<file path="src/rtl/shift_rows_pipe_if.sv">
// rtl/shift_rows_pipe_if.sv - handshake bundle for the shift_rows_pipe datapath
//
// Purpose: carries the input and output valid/ready streams of shift_rows_pipe.
// Ports (signals):
//   in_valid, in_dec, in_data   producer -> block
//   in_ready                    block -> producer
//   out_valid, out_data         block -> consumer
//   out_ready                   consumer -> block
// State vectors are [0:32*NB-1]; byte k is bits [8k +: 8], row k%4, column k/4.
// Modports: master is the environment side, slave is the shift_rows_pipe side.

interface shift_rows_pipe_if #(
  parameter int NB = 4
);
  logic              in_valid;
  logic              in_ready;
  logic              in_dec;
  logic [0:32*NB-1]  in_data;
  logic              out_valid;
  logic              out_ready;
  logic [0:32*NB-1]  out_data;

  modport master (
    output in_valid, in_dec, in_data, out_ready,
    input  in_ready, out_valid, out_data
  );

  modport slave (
    input  in_valid, in_dec, in_data, out_ready,
    output in_ready, out_valid, out_data
  );
endinterface

</file>
<file path="src/rtl/shift_rows_pipe.sv">
// rtl/shift_rows_pipe.sv - pipelined Rijndael ShiftRows / InvShiftRows unit
//
// Purpose: permutes the rows of an NB-column state (NB = 4, 6 or 8) left by
// S(r) (dec=0) or right by S(r) (dec=1), then carries the result through
// PIPE_STAGES (1 or 2) valid/ready register stages.
// Ports:
//   clk        rising-edge clock
//   rst        synchronous active-high reset, clears every stage valid bit
//   bus        shift_rows_pipe_if.slave: in_valid/in_ready/in_dec/in_data,
//              out_valid/out_ready/out_data
//   cnt_clr    (SHIFT_ROWS_PIPE_CNT_EN only) zero the transfer counter
//   xfer_cnt   (SHIFT_ROWS_PIPE_CNT_EN only) count of output handshakes
// Optional feature macro: SHIFT_ROWS_PIPE_CNT_EN.
// The bus interface must be instantiated with the same NB as this module.

module shift_rows_pipe #(
  parameter int NB          = 4,
  parameter int PIPE_STAGES = 1
) (
  input  logic clk,
  input  logic rst,
`ifdef SHIFT_ROWS_PIPE_CNT_EN
  input  logic        cnt_clr,
  output logic [31:0] xfer_cnt,
`endif
  shift_rows_pipe_if.slave bus
);

  localparam int W = 32 * NB;

  if (!(NB == 4 || NB == 6 || NB == 8)) begin : g_bad_nb
    $error("shift_rows_pipe: NB must be 4, 6 or 8");
  end

  if (!(PIPE_STAGES == 1 || PIPE_STAGES == 2)) begin : g_bad_pipe
    $error("shift_rows_pipe: PIPE_STAGES must be 1 or 2");
  end

  // Row offsets: {0,1,2,3} for NB=4/6, {0,1,3,4} for NB=8.
  function automatic int row_shift(input int r);
    if (NB == 8 && r >= 2) return r + 1;
    return r;
  endfunction

  // Combinational permutation on the stage-1 input.
  logic [0:W-1] perm;

  always_comb begin
    perm = '0;
    for (int c = 0; c < NB; c++) begin
      for (int r = 0; r < 4; r++) begin
        if (bus.in_dec)
          perm[8*(4*c+r) +: 8] = bus.in_data[8*(4*((c - row_shift(r) + NB) % NB) + r) +: 8];
        else
          perm[8*(4*c+r) +: 8] = bus.in_data[8*(4*((c + row_shift(r)) % NB) + r) +: 8];
      end
    end
  end

  // Stage 1: holds the permuted state.
  logic         v1;
  logic         r1;
  logic [0:W-1] d1;

  always_ff @(posedge clk) begin
    if (rst)
      v1 <= 1'b0;
    else if (r1)
      v1 <= bus.in_valid;
  end

  // Data flops carry no reset; they only load on an accepted transfer.
  always_ff @(posedge clk) begin
    if (r1 && bus.in_valid)
      d1 <= perm;
  end

  if (PIPE_STAGES == 1) begin : g_one
    assign r1            = !v1 || bus.out_ready;
    assign bus.out_valid = v1;
    assign bus.out_data  = d1;
  end else begin : g_two
    logic         v2;
    logic         r2;
    logic [0:W-1] d2;

    // Stage 1 may load whenever stage 2 can take its content, which collapses
    // a bubble in stage 1 even while the output is stalled.
    assign r2 = !v2 || bus.out_ready;
    assign r1 = !v1 || r2;

    always_ff @(posedge clk) begin
      if (rst)
        v2 <= 1'b0;
      else if (r2)
        v2 <= v1;
    end

    always_ff @(posedge clk) begin
      if (r2 && v1)
        d2 <= d1;
    end

    assign bus.out_valid = v2;
    assign bus.out_data  = d2;
  end

  // Held high during reset so upstream sees the block as ready immediately.
  assign bus.in_ready = r1 || rst;

`ifdef SHIFT_ROWS_PIPE_CNT_EN
  // Clear has priority over a same-cycle increment; the count wraps naturally.
  always_ff @(posedge clk) begin
    if (rst || cnt_clr)
      xfer_cnt <= '0;
    else if (bus.out_valid && bus.out_ready)
      xfer_cnt <= xfer_cnt + 32'd1;
  end
`endif

endmodule

</file>
<file path="src/flat_wrapper.sv">
// flat-port wrapper written by rule: the top's interface ports become plain ports
module shift_rows_pipe_flat 
#(
  parameter int NB          = 4,
  parameter int PIPE_STAGES = 1
)
  (clk, rst, bus_in_valid, bus_in_dec, bus_in_data, bus_out_ready, bus_in_ready, bus_out_valid, bus_out_data);
  shift_rows_pipe_if #(.NB(NB)) bus_i ();
  input  logic clk;
  input  logic rst;
  input wire logic [$bits(bus_i.in_valid)-1:0] bus_in_valid;
  input wire logic [$bits(bus_i.in_dec)-1:0] bus_in_dec;
  input wire logic [$bits(bus_i.in_data)-1:0] bus_in_data;
  input wire logic [$bits(bus_i.out_ready)-1:0] bus_out_ready;
  output wire logic [$bits(bus_i.in_ready)-1:0] bus_in_ready;
  output wire logic [$bits(bus_i.out_valid)-1:0] bus_out_valid;
  output wire logic [$bits(bus_i.out_data)-1:0] bus_out_data;
  assign bus_i.in_valid = bus_in_valid;
  assign bus_i.in_dec = bus_in_dec;
  assign bus_i.in_data = bus_in_data;
  assign bus_i.out_ready = bus_out_ready;
  assign bus_in_ready = bus_i.in_ready;
  assign bus_out_valid = bus_i.out_valid;
  assign bus_out_data = bus_i.out_data;
  shift_rows_pipe #(.NB(NB), .PIPE_STAGES(PIPE_STAGES)) u_core (.clk(clk), .rst(rst), .bus(bus_i));
endmodule
</file>
<file path="config.mk">
export PLATFORM = sky130hd
export DESIGN_NAME = shift_rows_pipe_flat
export DESIGN_NICKNAME = d
export VERILOG_FILES = /design/src/rtl/shift_rows_pipe_if.sv /design/src/rtl/shift_rows_pipe.sv /design/src/flat_wrapper.sv
export SDC_FILE = /design/constraint.sdc
export NUM_CORES = 1
export LEC_CHECK = 0
export CAP_MARGIN = 0
export CORE_ASPECT_RATIO = 1.2
export CORE_MARGIN = 5
export CORE_UTILIZATION = 39
export DETAILED_ROUTE_END_ITERATION = 16
export GPL_TIMING_DRIVEN = 0
export PLACE_DENSITY_LB_ADDON = 0.08
export SLEW_MARGIN = 20
export SYNTH_ARGS = -nofsm -noshare
export SYNTH_HDL_FRONTEND = slang
export SYNTH_SLANG_ARGS = --single-unit
</file>
<file path="constraint.sdc">
create_clock -name clk -period 4.7 [get_ports clk]
set_input_delay 0.705 -clock clk [delete_from_list [all_inputs] [get_ports clk]]
set_output_delay 0.705 -clock clk [all_outputs]
set_load 0.01 [all_outputs]
</file>
==> results by group, run 1 <==
Run status
  • Status: finished, final reports clean

Run
  • Maximum capacitance violations: 0

Setup path
  • R2r setup slk: roughly 2.9 ns
  • Worst path max stage delay: 0.48 ns
  • CP Buf/Inv Count: 2
  • CP arrival: between 2 and 2.5 ns
  • Critical Path Sink Type: output pin
  • Cell mode on critical path: clkdlybuf4s50_1
  • Slowest cell on crit path: clkdlybuf4s50_1
  • Chain of cells forming the critical path: clkdlybuf4s50_1 -> nand2b_1 -> or2_2 -> clkdlybuf4s50_1
  • Setup CP Type: in -> out
  • Startpoint Class: primary input
  • Crit path max fanout: 3
  • CP Data Required Time: 3.99 ns
  • Delay-heaviest family, CP: buffers and inverters

Power
  • Flop pwr share: 0.435
  • Maximum VDD drop: 187 µV
  • Power Total: about 0.0032 W
  • Sw Pwr: ~0.00064 W
  • P_leak: 3.16 nW
  • Logic pwr share: 0.137
  • Clock power share: 0.429
  • Cell Pwr Density: ~370 nW/µm²
  • Int Pwr: about 0.0025 W
  • Sw Ratio: 0.202

Layout
  • Share of layout cells above drive strength 1: 0.206
  • Commonest cells after routing, fill and taps aside: clkdlybuf4s50_1, edfxtp_1, mux2_4, clkbuf_16, buf_12
  • Area delta synth->final: 70.1%
  • FF/Latch Area: between 3000 and 4000 µm²
  • Net count, final: 620
  • Non-filler cells, final: between 600 and 700
  • Multi-input gate area: between 900 and 1000 µm²
  • Util after Layout: 0.673
  • Fillers: roughly 860
  • N_diodes: 0
  • Most common cell after layout, fill and taps aside: clkdlybuf4s50_1

Die
  • IO Count: about 260
  • Die H: between 100 and 150 µm
  • Die area: 15,100 µm²
  • Core Footprint: between 10,000 and 15,000 µm²
  • Die Span X: around 110 µm
  • Rows: between 40 and 50
  • Starting density of the core: 0.396

CTS
  • CTS max path bufs: 2
  • CTS root buf: clkbuf_16
  • Cts bufs inserted: 17
  • CTS H-tree depth: 4
  • Clk sinks: ~130
  • CTS tree: yes
  • Clock Latency Late Sink: approximately 0.4 ns
  • Hold-fix buffers at CTS: 0
  • Post-CTS Setup Bufs: 0
  • Clock Pin Slew Worst Setup and Hold Paths: 0.05 ns
  • Resize count post-CTS: 0

STA
  • Rel. slew slack: 0.724
  • Worst-Margin Slew: a little over 0.4 ns
  • Fmax achieved: 0.361 GHz
  • Fin Setup TNS: 0 ns
  • Final setup vio count: 0
  • Min Hold Slack: about 0.56 ns
  • Final Hold Vio Count: 0
  • Final period utilization: 0.589
  • Unrepaired setup endpoints after global routing: no
  • Max Slew Vio Count: 0
  • Clock Skew: 0.00671 ns
  • Fin crit period: ~2.8 ns

Routing
  • Post-Route WL: approximately 13 mm
  • Post-route ant nets: 0
  • Via/cell ratio: around 4.5
  • Post-route DRC violation count: 0
  • DR WL/cell: about 19 µm
  • Via count: between 2,000 and 3,000
  • Detailed Route Iter0 Violations: 117
  • DRT Pass-1 Iters: 4

Synth
  • Synth Cell Area: slightly below 5000 µm²
  • Syn Nets: 338
  • Post-synth top area share: 0.774
  • Sequential element share of the synthesized area: 0.778
  • Gate Count Post-Synth: roughly 200
  • Largest cells by area after synthesis: edfxtp_1, mux2_4, buf_12
  • Yosys warning total: 0
  • Yosys reg bits: around 130
  • Netlist cell types: 11
  • Top cell type by total area after synthesis: edfxtp_1
  • Avg Inst Size Synth: ~24 µm²

Global routing
  • Initial antenna violation count: 0
  • Vias in the first global route: a little over 3,000
  • GRT overflow: 0
  • GR Util All Layers: 0.163
  • Largest net degree at the start of global routing: 62
  • First-pass GRT wire length: between 15 and 20 mm

Hold path
  • Hold WC Path Type: reg -> reg

Place
  • Post-DP HPWL: just under 10 mm
  • Port buffer count: between 200 and 300
  • Final GP Congestion: about 0.74
  • Placed Cells: 632
flip-flops by register name, summed over array words and instances, names as in the netlist:
| signal | flops |
|---|---|
| u_core.bus.out_valid | 1 |
| u_core.bus.out_data | 128 |
routing by layer:
| metal | GRT usage | up-vias | part of all wire |
|---|---|---|---|
| met4 | 0.0661 | 0 | 0.019 |
| met1 | 0.174 | 1418 | 0.37 |
| met2 | 0.277 | 171 | 0.51 |
| li1 | - | 1385 | - |
| met5 | 0 | - | 0 |
| met3 | 0.0777 | 17 | 0.11 |
synth_stat cells:
master	number
a21oi_1	1
and2_1	1
buf_12	6
buf_6	1
dfxtp_1	1
edfxtp_1	128
inv_1	1
mux2_2	4
mux2_4	60
nand2b_1	1
or2_2	1
worst register-to-register path: stages, from the launching register on:
cell and delay [ns]:
dfxtp_1 0.32, nand2b_1 0.12, and2_4 0.42, buf_12 0.30, buf_16 0.33
through the flow:
step	worst slack (ns)	cell area, µm²
after CTS	1.93	8450
after global routing	1.91	8450
after global placement	-1.10	7790
after floorplan	0.430	4970
final	1.93	8450
after detailed placement	1.95	7840
path summary, 6_finish.rpt:
path,startpoint,to,depth (start not counted)
min reg2reg,u_core.bus.out_valid$_SDFFE_PP0P_,u_core.bus.out_valid$_SDFFE_PP0P_,2
min,u_core.bus.out_valid$_SDFFE_PP0P_,u_core.bus.out_valid$_SDFFE_PP0P_,2
max,bus_out_ready,bus_in_ready,4
max reg2reg,u_core.bus.out_valid$_SDFFE_PP0P_,u_core.bus.out_data[47]$_DFFE_PP_,4
cell type report:
cell class / instances / share of cell area
inverter: 1 / 0.000444
clock buffer: 18 / 0.0508
timing repair buffer: 263 / 0.315
clock inverter: 14 / 0.0219
multi-input combinational: 68 / 0.115
tap: 164 / 0.0243
sequential: 129 / 0.457
buffer: 7 / 0.0155
kinds of logic (layout without fill, tap and decap cells):
logic type             Yosys count  count (layout)  share of synthesized area
DFF                            129             129                      0.778
muxes                           64              64                      0.190
buffers and inverters            8             303                     0.0272
and+or+nand+nor                  3               3                    0.00378
AOI/OAI and AO/OA                1               1                    0.00101
power groups by stage:
| stage | Clock, W | Sequential (W) | Combinational (W) |
|---|---|---|---|
| 2_1_floorplan | 0 | 0.00145 | 0.000114 |
| 3_3_place_gp | 0 | 0.00141 | 0.000425 |
| 3_5_place_dp | 0 | 0.00140 | 0.000437 |
| 4_1_cts | 0.00138 | 0.00138 | 0.000439 |
| 5_1_grt | 0.00144 | 0.00138 | 0.000454 |
| 6_report | 0.00136 | 0.00138 | 0.000433 |
Power figures use the tool's default switching activity.
==> run 2, diff against run 1 <==
Clock period 4.7 ns to 2.59 ns, I/O delays scaled along.
==> run 2 against run 1 <==
Effect of this change:
- first-iteration DRC count shrank 5.1%
- register-to-register slack lost 1.9 ns
- hold slack got worse by 0.12 ns
- die area unchanged
- final area fell by 0.67%
- global-route usage rose by 0.060 points
- worst setup slack worse by 1.4 ns
- via count fell by 0.64%
- flip-flop and latch count unchanged
- sequential power increased by 81%
- clock skew up 0.0011 ns
- wire length rose by 0.56%
- critical path type unchanged
- critical endpoint unchanged
==> results by group, run 2 (same netlist as run 1, synthesis figures left out) <==
STA
  • Unrepaired setup endpoints after global routing: no
  • Final period utilization: 0.812
  • Final setup vio count: 0
  • Clock Skew: around 0.008 ns
  • Fin crit period: 2.10 ns
  • Worst-Margin Slew: roughly 0.67 ns
  • Rel. slew slack: 0.550
  • Max Slew Vio Count: 0
  • Fmax achieved: ~0.48 GHz
  • Final Hold Vio Count: 0

Run
  • Maximum capacitance violations: 0

CTS
  • Clock Latency Late Sink: 0.40 ns
  • CTS max path bufs: 2
  • Resize count post-CTS: 0
  • Clk sinks: about 130
  • Cts bufs inserted: 17
  • Hold-fix buffers at CTS: 0
  • Clock Pin Slew Worst Setup and Hold Paths: 0.06 ns
  • CTS root buf: clkbuf_16
  • CTS H-tree depth: 4
  • CTS tree: yes
  • Post-CTS Setup Bufs: 0

Run status
  • Status: finished, final reports clean

Setup path
  • Delay-heaviest family, CP: buffers and inverters
  • R2r startpoint: u_core.bus.out_valid$_SDFFE_PP0P_
  • Crit path max fanout: 3
  • CP Data Required Time: ~2.2 ns
  • Cell mode on critical path: clkdlybuf4s50_1
  • CP Buf/Inv Count: 2
  • Critical Path Sink Type: output pin
  • Startpoint Class: primary input
  • CP arrival: 1.72 ns
  • Setup CP Type: in -> out
  • Worst Setup SP: bus_out_ready
  • Worst path max stage delay: around 0.49 ns
  • Chain of cells forming the critical path: clkdlybuf4s50_1 -> nand2b_1 -> or2_2 -> clkdlybuf4s50_1
  • Slowest cell on crit path: clkdlybuf4s50_1

Power
  • Maximum VDD drop: about 360 µV
  • Cell Pwr Density: 658 nW/µm²
  • Int Pwr: between 0.004 and 0.005 W
  • Logic pwr share: 0.142
  • Clock power share: 0.406
  • Flop pwr share: 0.452
  • Power Total: between 0.005 and 0.006 W
  • P_leak: 3.14 nW
  • Sw Ratio: 0.206
  • Sw Pwr: about 0.0011 W

Layout
  • Most common cell after layout, fill and taps aside: clkdlybuf4s50_1
  • Share of layout cells above drive strength 1: 0.208
  • N_diodes: 0
  • Area delta synth->final: 68.9%
  • Net count, final: 620
  • Util after Layout: 0.669
  • Commonest cells after routing, fill and taps aside: clkdlybuf4s50_1, edfxtp_1, mux2_4, clkbuf_16, buf_12
  • Non-filler cells, final: ~660
  • Max FFs per register: around 130
  • Post-route cell area: roughly 8400 µm²

Place
  • Placed Cells: around 630
  • Final GP Congestion: approximately 0.77
  • Port buffer count: around 260
  • Post-DP HPWL: 10.0 mm
  • Placed cell area: a little under 8000 µm²

Die
  • Rows: 45
  • IO Count: ~260
  • Starting density of the core: 0.396
  • Die H: ~130 µm
  • Core Footprint: about 13,000 µm²
  • Die Span X: approximately 110 µm
  • Die area: 15,100 µm²

Routing
  • DRT Pass-1 Iters: 4
  • Post-Route WL: roughly 13 mm
  • Via count: 2,972
  • Post-route ant nets: 0
  • Detailed Route Iter0 Violations: between 100 and 150
  • DR WL/cell: between 15 and 20 µm
  • Via/cell ratio: between 4 and 5
  • Post-route DRC violation count: 0

Global routing
  • First-pass GRT wire length: between 15 and 20 mm
  • GR Util All Layers: 0.163
  • Initial antenna violation count: 0
  • GRT overflow: 0
  • Largest net degree at the start of global routing: 53
  • Vias in the first global route: 3,145

Hold path
  • Hold WC Path Type: in -> reg
  • Hold Path Origin: bus_in_dec
==> run 2: cell types whose count changed in the layout (fill, tap and decap cells not counted), sizes merged <==
cell / change
bufinv: -2
clkbuf: -1
clkinv: +2
==> run 2: worst paths after layout <==
check | end | slack (ns) | depth (start not counted)
worst max-delay path | bus_in_ready | 0.49 | 4
worst min-delay path | u_core.bus.out_data[121]$_DFFE_PP_ | 0.44 | 2
worst max register to register | u_core.bus.out_data[60]$_DFFE_PP_ | 0.92 | 3
worst min register to register | u_core.bus.out_valid$_SDFFE_PP0P_ | 0.52 | 2
==> run 2: stage by stage <==
stage / hold slack (ns) / TNS, ns / setup WS (ns)
floorplan: 0.458 / 0 / 0.0552
global placement: 0.492 / -124.92 / -0.983
detailed placement: 0.519 / 0 / 0.339
CTS: 0.432 / 0 / 0.477
global route: 0.445 / 0 / 0.435
finish: 0.444 / 0 / 0.486
==> run 2: cell type report <==
cell class / instances / area (µm²)
Fill cell: 879 / 4160
Sequential cell: 129 / 3860
Timing Repair Buffer: 263 / 2650
Multi-Input combinational cell: 68 / 972
Clock buffer: 17 / 425
Tap cell: 164 / 205
Clock inverter: 14 / 140
Buffer: 7 / 131
Inverter: 1 / 3.75
==> run 2: worst register-to-register path, delay by kind of cell (launching register included) <==
family	cells	cell delay, ns
flops	1	0.31
simple gates	2	0.70
buf+inv	1	0.33
==> run 2: layer usage <==
| metal | vias up | track usage | wire (µm) | part of all wire |
|---|---|---|---|---|
| li1 | 1385 | - | - | - |
| met4 | 0 | 0.0561 | 173 | 0.014 |
| met3 | 11 | 0.0859 | 1490 | 0.12 |
| met1 | 1415 | 0.151 | 4030 | 0.32 |
| met5 | - | 0 | 0 | 0 |
| met2 | 161 | 0.302 | 6900 | 0.55 |
==> run 2: power by group through the flow <==
stage                     clock network [W]  registers, W  logic [W]
after floorplan                           0       0.00262   0.000207
after global placement                    0       0.00254   0.000773
after detailed placement                  0       0.00254   0.000795
after CTS                           0.00231       0.00250   0.000798
after global routing                0.00239       0.00251   0.000825
final                               0.00224       0.00250   0.000785
==> run 3, diff against run 2 <==
Clock period 2.59 ns to 2.2 ns, I/O delays scaled along.
==> run 3 against run 2 <==
Effect of this change:
- sequential power up 18%
- critical endpoint unchanged
- wire length down 0.43%
- via count hardly changed
- hold slack worse by 0.057 ns
- clock power is 19% higher
- critical path depth is the same
==> results by group, run 3 (same netlist as run 1, synthesis figures left out) <==
CTS
  • Resize count post-CTS: 0
  • CTS H-tree depth: 4
  • Clk sinks: between 100 and 150
  • Post-CTS Setup Bufs: 0
  • CTS max path bufs: 2
  • Hold-fix buffers at CTS: 0
  • CTS tree: yes
  • Cts bufs inserted: 17
  • CTS root buf: clkbuf_16
  • Clock Pin Slew Worst Setup and Hold Paths: around 0.06 ns
  • Clock Latency Late Sink: roughly 0.40 ns

Setup path
  • Slowest cell on crit path: clkdlybuf4s50_1
  • R2r setup slk: about 0.8 ns
  • CP Buf/Inv Count: 2
  • R2r startpoint: u_core.bus.out_valid$_SDFFE_PP0P_
  • Cell mode on critical path: clkdlybuf4s50_1
  • Delay-heaviest family, CP: buffers and inverters
  • Crit path max fanout: 3
  • CP arrival: roughly 1.7 ns
  • Worst path max stage delay: about 0.48 ns
  • Worst Setup SP: bus_out_ready
  • Chain of cells forming the critical path: clkdlybuf4s50_1 -> nand2b_1 -> or2_2 -> clkdlybuf4s50_1
  • Critical Path Sink Type: output pin
  • Setup CP Type: in -> out
  • CP Data Required Time: between 1.5 and 2 ns
  • Startpoint Class: primary input

Layout
  • Most common cell after layout, fill and taps aside: clkdlybuf4s50_1
  • N_diodes: 0
  • Max FFs per register: 128
  • Area delta synth->final: 69.3%
  • Fillers: a little under 900
  • Commonest cells after routing, fill and taps aside: clkdlybuf4s50_1, edfxtp_1, mux2_4, clkbuf_16, buf_12
  • Share of layout cells above drive strength 1: 0.210
  • Net count, final: between 600 and 700

STA
  • Final setup vio count: 0
  • Fin crit period: 2.00 ns
  • Setup slack after layout: around 0.2 ns
  • Fin Setup TNS: 0 ns
  • Fmax achieved: about 0.50 GHz
  • Final Hold Vio Count: 0
  • Min Hold Slack: approximately 0.39 ns
  • Unrepaired setup endpoints after global routing: no
  • Worst-Margin Slew: 0.298 ns
  • Final period utilization: 0.909
  • Rel. slew slack: 0.802
  • Clock Skew: about 0.0066 ns
  • Max Slew Vio Count: 0

Die
  • Die H: between 100 and 150 µm
  • Starting density of the core: 0.396
  • IO Count: about 260
  • Core Footprint: about 13,000 µm²
  • Rows: 45
  • Die Span X: 113 µm
  • Die area: about 15,000 µm²

Routing
  • DR WL/cell: about 19 µm
  • DRT Pass-1 Iters: 4
  • Detailed Route Iter0 Violations: 65
  • Via count: about 3,000
  • Post-route DRC violation count: 0
  • Via/cell ratio: 4.48
  • Post-Route WL: approximately 13 mm
  • Post-route ant nets: 0

Place
  • Port buffer count: about 260
  • Final GP Congestion: approximately 0.74
  • Pre-CTS WS: about 0.2 ns
  • Post-DP HPWL: just under 10 mm

Global routing
  • First-pass GRT wire length: between 15 and 20 mm
  • Largest net degree at the start of global routing: between 60 and 70
  • GR Util All Layers: 0.161
  • Vias in the first global route: between 3,000 and 4,000
  • GRT overflow: 0
  • Initial antenna violation count: 0

Hold path
  • Hold WC Path Type: in -> reg
  • Hold Path Origin: bus_in_dec

Run status
  • Status: finished, final reports clean

Power
  • Power Total: roughly 0.0065 W
  • Cell Pwr Density: 776 nW/µm²
  • P_leak: about 3.2 nW
  • Maximum VDD drop: approximately 440 µV

Run
  • Maximum capacitance violations: 0
-- run 3: path summary, 6_finish.rpt --
kind	endpoint	depth (start not counted)
setup / recovery	bus_in_ready	4
hold / removal	u_core.bus.out_data[122]$_DFFE_PP_	2
setup reg to reg	u_core.bus.out_data[47]$_DFFE_PP_	3
hold reg to reg	u_core.bus.out_valid$_SDFFE_PP0P_	2
-- run 3: layer usage --
metal | track usage | routed length [µm] | part of all wire
met5 | 0 | 0 | 0
met4 | 0.0441 | 179 | 0.014
met3 | 0.0786 | 1340 | 0.11
met2 | 0.295 | 6710 | 0.54
met1 | 0.161 | 4300 | 0.34
-- run 3: per-stage QoR --
step                      utilization  area [µm²]  std cells
after floorplan                     -        4970        205
after global placement          0.620        7790        630
after detailed placement        0.625        7840        632
after CTS                       0.670        8410        664
after global routing            0.670        8410        664
final                           0.670        8410        664
-- run 3: final cells by class --
cell class | instances | area [µm²] | area share
Clock inverter | 14 | 139 | 0.0165
Inverter | 1 | 3.75 | 0.000446
Multi-Input combinational cell | 68 | 972 | 0.116
Timing Repair Buffer | 263 | 2670 | 0.317
Tap cell | 164 | 205 | 0.0244
Buffer | 7 | 131 | 0.0156
Clock buffer | 18 | 429 | 0.0510
Sequential cell | 129 | 3860 | 0.459
-- run 3: worst reg2reg max path, stage by stage (launching register included) --
cell and delay (ns):
dfxtp_1 0.31, nand2b_1 0.11, and2_4 0.30, buf_16 0.31
-- run 3: report_power, final --
part           leakage [nW]  switching [W]  internal, W  total (W)
registers              1.25      0.0000372      0.00290    0.00294
logic                  1.63       0.000320     0.000611   0.000930
clock network         0.278       0.000999      0.00166    0.00266
total                  3.16        0.00136      0.00517    0.00653
